File: src/rtl/alu_entry_pkg.sv
// Shared types for the ALU command-entry front end: FSM state encoding
// (also shown on the state LEDs) and the ALU operation codes.
package alu_entry_pkg;

  // State encoding is visible on state_led, so the values are fixed.
  typedef enum logic [1:0] {
    S_A     = 2'b00,
    S_B     = 2'b01,
    S_OP    = 2'b10,
    S_ISSUE = 2'b11
  } state_t;

  localparam int SEL_W = 3;

  // Operation codes as the ALU decodes them.
  typedef enum logic [SEL_W-1:0] {
    SEL_ADD = 3'd0,
    SEL_SUB = 3'd1,
    SEL_AND = 3'd2,
    SEL_OR  = 3'd3,
    SEL_XOR = 3'd4,
    SEL_NOR = 3'd5,
    SEL_SLL = 3'd6,
    SEL_SRL = 3'd7
  } sel_t;

  // Step the operation code up or down with wrap-around. Both or neither
  // direction leaves the code unchanged.
  function automatic logic [SEL_W-1:0] sel_step(input logic [SEL_W-1:0] sel,
                                                input logic up,
                                                input logic down);
    logic [SEL_W-1:0] res;
    res = sel;
    if (up && !down) begin
      res = (sel == SEL_SRL) ? SEL_ADD : sel + 3'd1;
    end else if (down && !up) begin
      res = (sel == SEL_ADD) ? SEL_SRL : sel - 3'd1;
    end
    return res;
  endfunction

endpackage

File: src/rtl/btn_debounce.sv
// One push-button conditioner: 2-flop synchronizer, counter-based debounce
// and a one-cycle press pulse on each accepted rising level.
module btn_debounce #(
  parameter int DEB_CYCLES = 16
) (
  input  logic clk,
  input  logic rst,
  input  logic raw,
  output logic level,
  output logic press
);

  localparam int CW = $clog2(DEB_CYCLES);
  localparam logic [CW-1:0] CNT_LAST = CW'(DEB_CYCLES - 1);

  logic          r_sync1;
  logic          r_sync2;
  logic          r_deb;
  logic          r_deb_d;
  logic [CW-1:0] r_cnt;

  // Bring the asynchronous button into the clock domain.
  always_ff @(posedge clk or posedge rst) begin
    if (rst) begin
      r_sync1 <= 1'b0;
      r_sync2 <= 1'b0;
    end else begin
      r_sync1 <= raw;
      r_sync2 <= r_sync1;
    end
  end

  // Accept a new level only after it has differed for DEB_CYCLES cycles in a row;
  // any return to the current level restarts the count.
  always_ff @(posedge clk or posedge rst) begin
    if (rst) begin
      r_deb   <= 1'b0;
      r_deb_d <= 1'b0;
      r_cnt   <= '0;
    end else begin
      r_deb_d <= r_deb;
      if (r_sync2 == r_deb) begin
        r_cnt <= '0;
      end else if (r_cnt == CNT_LAST) begin
        r_deb <= r_sync2;
        r_cnt <= '0;
      end else begin
        r_cnt <= r_cnt + 1'b1;
      end
    end
  end

  assign level = r_deb;
  assign press = r_deb & ~r_deb_d;

endmodule

File: src/rtl/alu_cmd_entry.sv
// Board front end for the 4-bit ALU: conditions BTNL/BTNC/BTNR and walks the
// user through entering operand a, operand b and the operation code.
//
// Issue semantics: issue is a valid-only strobe with no ready. It is high
// for exactly one cycle (state S_ISSUE) and a/b/select are stable in that
// cycle and afterwards until the user overwrites them in a new round.
module alu_cmd_entry
  import alu_entry_pkg::*;
#(
  parameter int DEB_CYCLES = 16,
  parameter int W          = 4
) (
  input  logic             clk,
  input  logic             rst,
  input  logic [W-1:0]     sw,
  input  logic             btn_l,
  input  logic             btn_c,
  input  logic             btn_r,
  output logic [W-1:0]     a,
  output logic [W-1:0]     b,
  output logic [SEL_W-1:0] select,
  output logic             issue,
  output logic [1:0]       state_led
);

  logic             w_press_l;
  logic             w_press_c;
  logic             w_press_r;
  logic [2:0]       w_level;
  logic             w_unused_levels;

  state_t           r_state;
  state_t           w_state_nxt;
  logic [W-1:0]     r_a;
  logic [W-1:0]     r_b;
  logic [SEL_W-1:0] r_sel;
  logic [W-1:0]     w_a_nxt;
  logic [W-1:0]     w_b_nxt;
  logic [SEL_W-1:0] w_sel_nxt;

  btn_debounce #(.DEB_CYCLES(DEB_CYCLES)) u_deb_l (
    .clk   (clk),
    .rst   (rst),
    .raw   (btn_l),
    .level (w_level[2]),
    .press (w_press_l)
  );

  btn_debounce #(.DEB_CYCLES(DEB_CYCLES)) u_deb_c (
    .clk   (clk),
    .rst   (rst),
    .raw   (btn_c),
    .level (w_level[1]),
    .press (w_press_c)
  );

  btn_debounce #(.DEB_CYCLES(DEB_CYCLES)) u_deb_r (
    .clk   (clk),
    .rst   (rst),
    .raw   (btn_r),
    .level (w_level[0]),
    .press (w_press_r)
  );

  // Entry only reacts to press pulses; the held levels are not needed here.
  assign w_unused_levels = ^w_level;

  // State register.
  always_ff @(posedge clk or posedge rst) begin
    if (rst) begin
      r_state <= S_A;
    end else begin
      r_state <= w_state_nxt;
    end
  end

  // Next state and next operand/select values; everything holds by default.
  always_comb begin
    w_state_nxt = r_state;
    w_a_nxt     = r_a;
    w_b_nxt     = r_b;
    w_sel_nxt   = r_sel;
    case (r_state)
      S_A: begin
        if (w_press_c) begin
          w_a_nxt     = sw;
          w_state_nxt = S_B;
        end
      end
      S_B: begin
        if (w_press_c) begin
          w_b_nxt     = sw;
          w_state_nxt = S_OP;
        end else if (w_press_l) begin
          w_state_nxt = S_A;
        end
      end
      S_OP: begin
        // Confirm wins over any simultaneous select change.
        if (w_press_c) begin
          w_state_nxt = S_ISSUE;
        end else begin
          w_sel_nxt = sel_step(r_sel, w_press_r, w_press_l);
        end
      end
      S_ISSUE: begin
        w_state_nxt = S_A;
      end
      default: begin
        w_state_nxt = S_A;
      end
    endcase
  end

  // Operand and operation-code registers.
  always_ff @(posedge clk or posedge rst) begin
    if (rst) begin
      r_a   <= '0;
      r_b   <= '0;
      r_sel <= '0;
    end else begin
      r_a   <= w_a_nxt;
      r_b   <= w_b_nxt;
      r_sel <= w_sel_nxt;
    end
  end

  assign a         = r_a;
  assign b         = r_b;
  assign select    = r_sel;
  assign issue     = (r_state == S_ISSUE);
  assign state_led = r_state;

endmodule

File: config.mk
export PLATFORM = sky130hd
export DESIGN_NAME = alu_cmd_entry
export DESIGN_NICKNAME = d
export VERILOG_FILES = /design/src/rtl/alu_entry_pkg.sv /design/src/rtl/btn_debounce.sv /design/src/rtl/alu_cmd_entry.sv
export SDC_FILE = /design/constraint.sdc
export NUM_CORES = 1
export LEC_CHECK = 0
export CELL_PAD_IN_SITES_DETAIL_PLACEMENT = 1
export CELL_PAD_IN_SITES_GLOBAL_PLACEMENT = 1
export CORE_UTILIZATION = 43
export DETAILED_ROUTE_END_ITERATION = 10
export PLACE_DENSITY_LB_ADDON = 0.1
export SLEW_MARGIN = 25
export SYNTH_ARGS = -nofsm -noshare
export SYNTH_HDL_FRONTEND = slang
export SYNTH_HIERARCHICAL = 1
export SYNTH_SLANG_ARGS = --single-unit
File: constraint.sdc
create_clock -name clk -period 2.4 [get_ports clk]
set_clock_uncertainty 0.15 [all_clocks]
set_input_delay 0.72 -clock clk [delete_from_list [all_inputs] [get_ports clk]]
set_output_delay 0.72 -clock clk [all_outputs]
set_load 0.005 [all_outputs]
**Word level (Yosys, flattened, before mapping)**

Cells that the tools add are included.

- Memory bits (writable): 0
- Memories kept: 0
- Word-level logic and storage cells: 76
- Input bits: 9
- Memory bits (read-only): 0
- Output and inout bits: 14
- Register bits: 37
- Bits in latches: 0

- Bitwise operators: 10
- Equal/unequal tests: 13
- $add $sub $neg: 5
- Order comparisons: 0
- Div/mod/pow operators: 0
- Mux-type cells: 15
- Shift-type cells: 0
- Multipliers: 0
- Reductions and logical operators: 14

Operators by type and width:

| kind | number |
|---|---|
| 4-bit 2-to-1 mux | 6 |
| 4-bit by 1-bit adder with 4-bit output (second input constant) | 3 |
| 4-bit == test (second input constant) | 3 |
| 3-bit 2-to-1 mux | 4 |
| 2-bit AND reduction | 5 |
| 2-bit 2-to-1 mux | 4 |
| 2-bit one-hot mux with 4 select lines | 1 |
| 1-bit inverter | 7 |
| 3-bit AND reduction | 2 |
| 2-bit == test (second input constant) | 2 |
| 2-bit by 1-bit != test with 1-bit output (second input constant) | 2 |
| 3-bit by 1-bit adder with 3-bit output (second input constant) | 1 |
| 1-bit bitwise AND | 3 |
| 1-bit == test | 3 |
| 3-bit == test (second input constant) | 1 |
| 3-bit zero test | 1 |
| 3-bit by 2-bit != test with 1-bit output (second input constant) | 1 |
| 3-bit by 1-bit subtractor with 3-bit output (second input constant) | 1 |
| 2-bit by 1-bit == test with 1-bit output (second input constant) | 1 |
| 1-bit logical AND | 2 |
| 1-bit zero test | 2 |
| 2-bit zero test | 1 |
| 2-bit nonzero test | 1 |

**Logic depth before layout (Yosys ltp)**

- Word-level depth: 6
- Depth in mapped cells: 6
- Mapped depth without buffers: 6

**By module**

The synthesis kept the hierarchy.

By module, submodules not included:

| module | area each (µm²) | instances | sequential area each (µm²) | cells each |
|---|---|---|---|---|
| btn_debounce | 305.3 | 3 | 200.2 | 21 |
| alu_cmd_entry | 635.6 | 1 | 325.3 | 50 |

**Worst setup path after synthesis**

Ideal clock, no wire load.

- Kind: reg-to-reg
- From: register u_deb_l.r_deb (netlist: u_deb_l/level)
- To: register r_sel[0] (netlist: select[0])
- Buffers on the path: 0
- Slack: 0.659 ns
- Required time: 2.130 ns
- Setup time: 0.120 ns
- Period minus slack after synthesis: 1.741 ns
- Stages on the path, launching flop included: 7
- Data arrival time: 1.471 ns
- Path through: dfrtp_1 > nor2b_1 > inv_1 > ha_1 > nor4b_4 > a21oi_1 > a31o_1

- Cells in the longest elaborated chain, start to end: 5
- Elaborated cells on any way between the ends: 7
- Those cells by class: mux (1); bitwise (1); reduce/logical (5)

RTL lines:

| item | RTL line | source |
|---|---|---|
| from (decl) | btn_debounce.sv:18 | `logic r_deb;` |
| from (signal assigned) | btn_debounce.sv:45 | `r_deb <= r_sync2;` |
| 1-bit bitwise AND * | btn_debounce.sv:54 | `assign press = r_deb & ~r_deb_d;` |
| named net w_press_l | alu_cmd_entry.sv:26 | `logic w_press_l;` |
| 1-bit zero test | alu_entry_pkg.sv:34 | `if (up && !down) begin` |
| 1-bit logical AND | alu_entry_pkg.sv:34 |  |
| 2-bit nonzero test (no line) | n/a |  |
| 3-bit AND reduction (no line) | n/a |  |
| to (signal assigned) | alu_cmd_entry.sv:124 | `r_sel <= w_sel_nxt;` |
| to (decl) | alu_cmd_entry.sv:36 | `logic [SEL_W-1:0] r_sel;` |

Mark *: on every way through the listed nets, which the timed path passes. The rest lies on a longest branch.
A chain may end at the register's enable or synchronous reset.

==> results summary <==
At the worst endpoint, the required time is 1.53 ns. In the routed layout, each cell is associated on average with a via count of 5.04. The sequential cell area fraction in the yosys report is 59.7%.

For this run, the number of Yosys warnings is 6. The number of hold-slack violations in the final timing report came out at 0. The library cells used most frequently in the layout, excluding fill and tap cells, are 35 x sky130_fd_sc_hd__dfrtp_1, 22 x sky130_fd_sc_hd__clkdlybuf4s50_1, 9 x sky130_fd_sc_hd__mux2_2, 9 x sky130_fd_sc_hd__inv_1, 8 x sky130_fd_sc_hd__ha_1. Across the run, the number of max-cap violations was 0. The final standard cell utilization of the core came out at 56.3%.

The post-route standard cell area excluding fillers is 1910 um^2. The detail route stage leaves a number of antenna-violating nets equal to 0. The clock latency on the worst-skew pair came out at 0.35 ns. The violation count after the first detailed-routing iteration came out at 16. Setup repair after global routing left no endpoint under its margin. The register share of total power is 59.9%. The placed wire-length estimate is 2.12 mm. The congestion estimate from routability-driven global placement came to 0.656. Global routing used 16.6% of the available tracks. After floorplanning, the core was sized to cover 3390 um^2. The final critical path time including I/O delays and setup is 2.33 ns. TritonCTS created 5 clock buffers.

The power per unit of standard cell area came out at 580 nW/um^2. The number of input and output port buffers inserted came out at 22. Leaving out fill and tap cells, the most frequent cell in the layout is sky130_fd_sc_hd__dfrtp_1.

The via count of the first global-routing pass came to 961. The fraction of final layout cells with drive strength greater than 1 came out at 20.1%. The post-synthesis sequential element count came out at 37. For this design the total switching power over the nets is 252 uW. The clock network burns 33.3% of the power.

The initial utilization of the core area, before any placement, comes to 45.8%. For the pin with the worst max-slew slack, the measured transition is 0.516 ns. The worst IR drop on VDD is 0.400 mV.

After clock tree synthesis, the clock-pin slew on the worst setup and hold paths is 0.12 ns. In this run the clock root is driven by a sky130_fd_sc_hd__clkbuf_4. The switching part of the total came out at 22.7%.

Static timing analysis puts the maximum clock frequency at 0.428 GHz. The tightest min-delay check is of the flop to flop type. The clock tree buffer depth came out at 2.

STA classifies the critical path endpoint as an output port. For this design, the CTS-stage hold fixing added 0 buffers. The remaining design rule violation count is 0.

The arrival time at the worst endpoint came out at 1.46 ns. The number of antenna violations at the first check in global routing is 0. The setup TNS after final layout came out at 0 ns.

The worst setup path is of the flop to output port kind. The combinational share of power came out at 6.8%. The count of nets after finishing is 160. The count of pins on the block boundary is 23.

The die extent in x is 62.1 um. The cell count after placement is 181. The number of max-slew violations in the final report came out at 0. On the critical path, the stage with the largest delay is an instance of sky130_fd_sc_hd__dfrtp_2. The floorplan step set the die height to 62.1 um. The post-synthesis net count is 130. After detailed routing, the total wire length is 2.75 mm. The total number of placement rows is 21. The average wire length per cell after detail routing came out at 14.4 um. Synthesis handed over a netlist of 113 instances.

Setup violations remaining at the end of the flow were counted as 0. The via count of the routed design came out at 958. The total of fill cells in the finished design came out at 329. The internal power is 856 uW. The total clock sinks came out at 37. Walking the worst path, the cells encountered are and2_2, clkdlybuf4s50_1. The worst setup path is launched from a flop. The largest incremental delay on the critical path is 0.48 ns.

The post-route worst hold slack came out at 0.207 ns. The area of the mapped netlist came out at 1550 um^2. Summed over all layers, the global routing overflow is 0.

The number of antenna repair diodes is 0. The first global-routing pass estimated 4.37 mm of wire. The maximum number of pins on one net before global-route repair is 14. The die area is 3850 um^2. The run finished with clean final reports. The count of placed standard cells in the final layout, fillers left out is 190. The detailed-router iteration count before antenna repair came out at 3. TritonCTS built the clock tree. The ratio of final minimum period to clock period is 97.3%. The H-tree was split into 2 levels. The area overhead of the layout relative to synthesis came out at 23.1%. The analysis attributes to cell leakage a power of 0.880 nW. The number of distinct standard cells referenced by the synthesized netlist came out at 23.

The placed cell area is 1830 um^2. The relative slew slack is 65.5%. The maximum fanout along the worst path came out at 6. Dividing the synthesized area by the synthesized cell count gives 13.7 um^2.
-- Yosys cell counts --
cell type	count	area, um^2
sky130_fd_sc_hd__dfrtp_1	37	926
sky130_fd_sc_hd__inv_1	9	33.8
sky130_fd_sc_hd__mux2_2	9	101
sky130_fd_sc_hd__ha_1	8	100
sky130_fd_sc_hd__xnor2_1	7	61.3
sky130_fd_sc_hd__nor2b_1	6	37.5
sky130_fd_sc_hd__nor2_1	5	18.8
sky130_fd_sc_hd__a21o_1	3	22.5
sky130_fd_sc_hd__a21oi_1	3	15.0
sky130_fd_sc_hd__a311oi_1	3	26.3
sky130_fd_sc_hd__a31oi_1	3	18.8
sky130_fd_sc_hd__mux2_4	3	45.0
sky130_fd_sc_hd__nand3_2	3	30.0
sky130_fd_sc_hd__nor3b_1	3	22.5
sky130_fd_sc_hd__nand2_1	2	7.51
sky130_fd_sc_hd__o21ai_0	2	10.0
sky130_fd_sc_hd__a31o_1	1	8.76
sky130_fd_sc_hd__and2_2	1	7.51
sky130_fd_sc_hd__nand2b_1	1	6.26
sky130_fd_sc_hd__nand3_1	1	5.00
sky130_fd_sc_hd__nor3_1	1	5.00
sky130_fd_sc_hd__nor3b_4	1	18.8
sky130_fd_sc_hd__nor4b_4	1	23.8
-- cell families after synthesis --
family | synth area share [%]
AOI/OAI and AO/OA | 6.53
buffers and inverters | 2.18
DFF | 59.7
and+or+nand+nor | 11.8
xor gates and xnor gates | 3.95
muxes | 9.44
adders and majority gates | 6.45
-- state kept, by name, summed over array words and instances, names as in the netlist, 3 cells and up, named ones only --
name           flops
u_deb_l/r_cnt      4
b                  4
a                  4
select             3
u_deb_c/r_cnt      4
u_deb_r/r_cnt      4
-- power groups by stage --
stage / Clock [mW] / Combinational (mW) / Sequential (mW)
4_1_cts: 0.387 / 0.0770 / 0.664
3_3_place_gp: 0 / 0.0710 / 0.674
3_5_place_dp: 0 / 0.0761 / 0.677
2_1_floorplan: 0 / 0.0402 / 0.673
6_report: 0.369 / 0.0755 / 0.663
5_1_grt: 0.407 / 0.0862 / 0.667
-- worst max-delay path, delay by kind of cell (launching register included) --
family,cells,cell delay [ns]
flops,1,0.48
buf+inv,1,0.44
simple gates,1,0.20
-- cell type report --
class	count	area, um^2	share of cell area, %
well taps	46	57.6	3.01
clock buffers	7	65.1	3.41
clock inverters	1	5.00	0.262
flip-flops and latches	37	928	48.6
repair buffers	23	228	11.9
inverters	9	33.8	1.77
multi-input cells	67	592	31.0
-- repair_timing --
item	4_1_cts	5_1_grt
setup endpoints to repair	1	1
cloned	0	0
pin swaps	0	0
gates resized for setup	2	0
buffers inserted	0	1
-- metrics by stage --
step	setup WS, ns	total power, mW
floorplan	0.659	0.713
global placement	0.363	0.745
detailed placement	0.306	0.753
CTS	0.00585	1.13
global route	0.00756	1.16
finish	0.0658	1.11
-- routing by layer --
| metal | track usage, % | up-vias | part of all wire, % |
|---|---|---|---|
| met2 | 28.0 | 20 | 52 |
| met5 | 0 | - | 0 |
| met4 | 8.57 | 0 | 1.8 |
| met1 | 18.6 | 481 | 42 |
| li1 | - | 451 | - |
| met3 | 5.80 | 6 | 4.1 |
-- worst paths after layout --
path	startpoint	cells past startpoint	endpoint	slack, ns
min in group asynchronous	rst	2	u_deb_r/r_cnt[0]	0.55
worst max register to register	u_deb_l/level	6	select[0]	0.45
worst max-delay path	flop	2	issue	0.07
max in group asynchronous	rst	2	async pin	1.09
worst min-delay path	u_deb_l/r_sync1	0	u_deb_l/r_sync2	0.21
worst min register to register	u_deb_l/r_sync1	0	u_deb_l/r_sync2	0.21
Note: power is estimated with default switching activity, not from simulation.
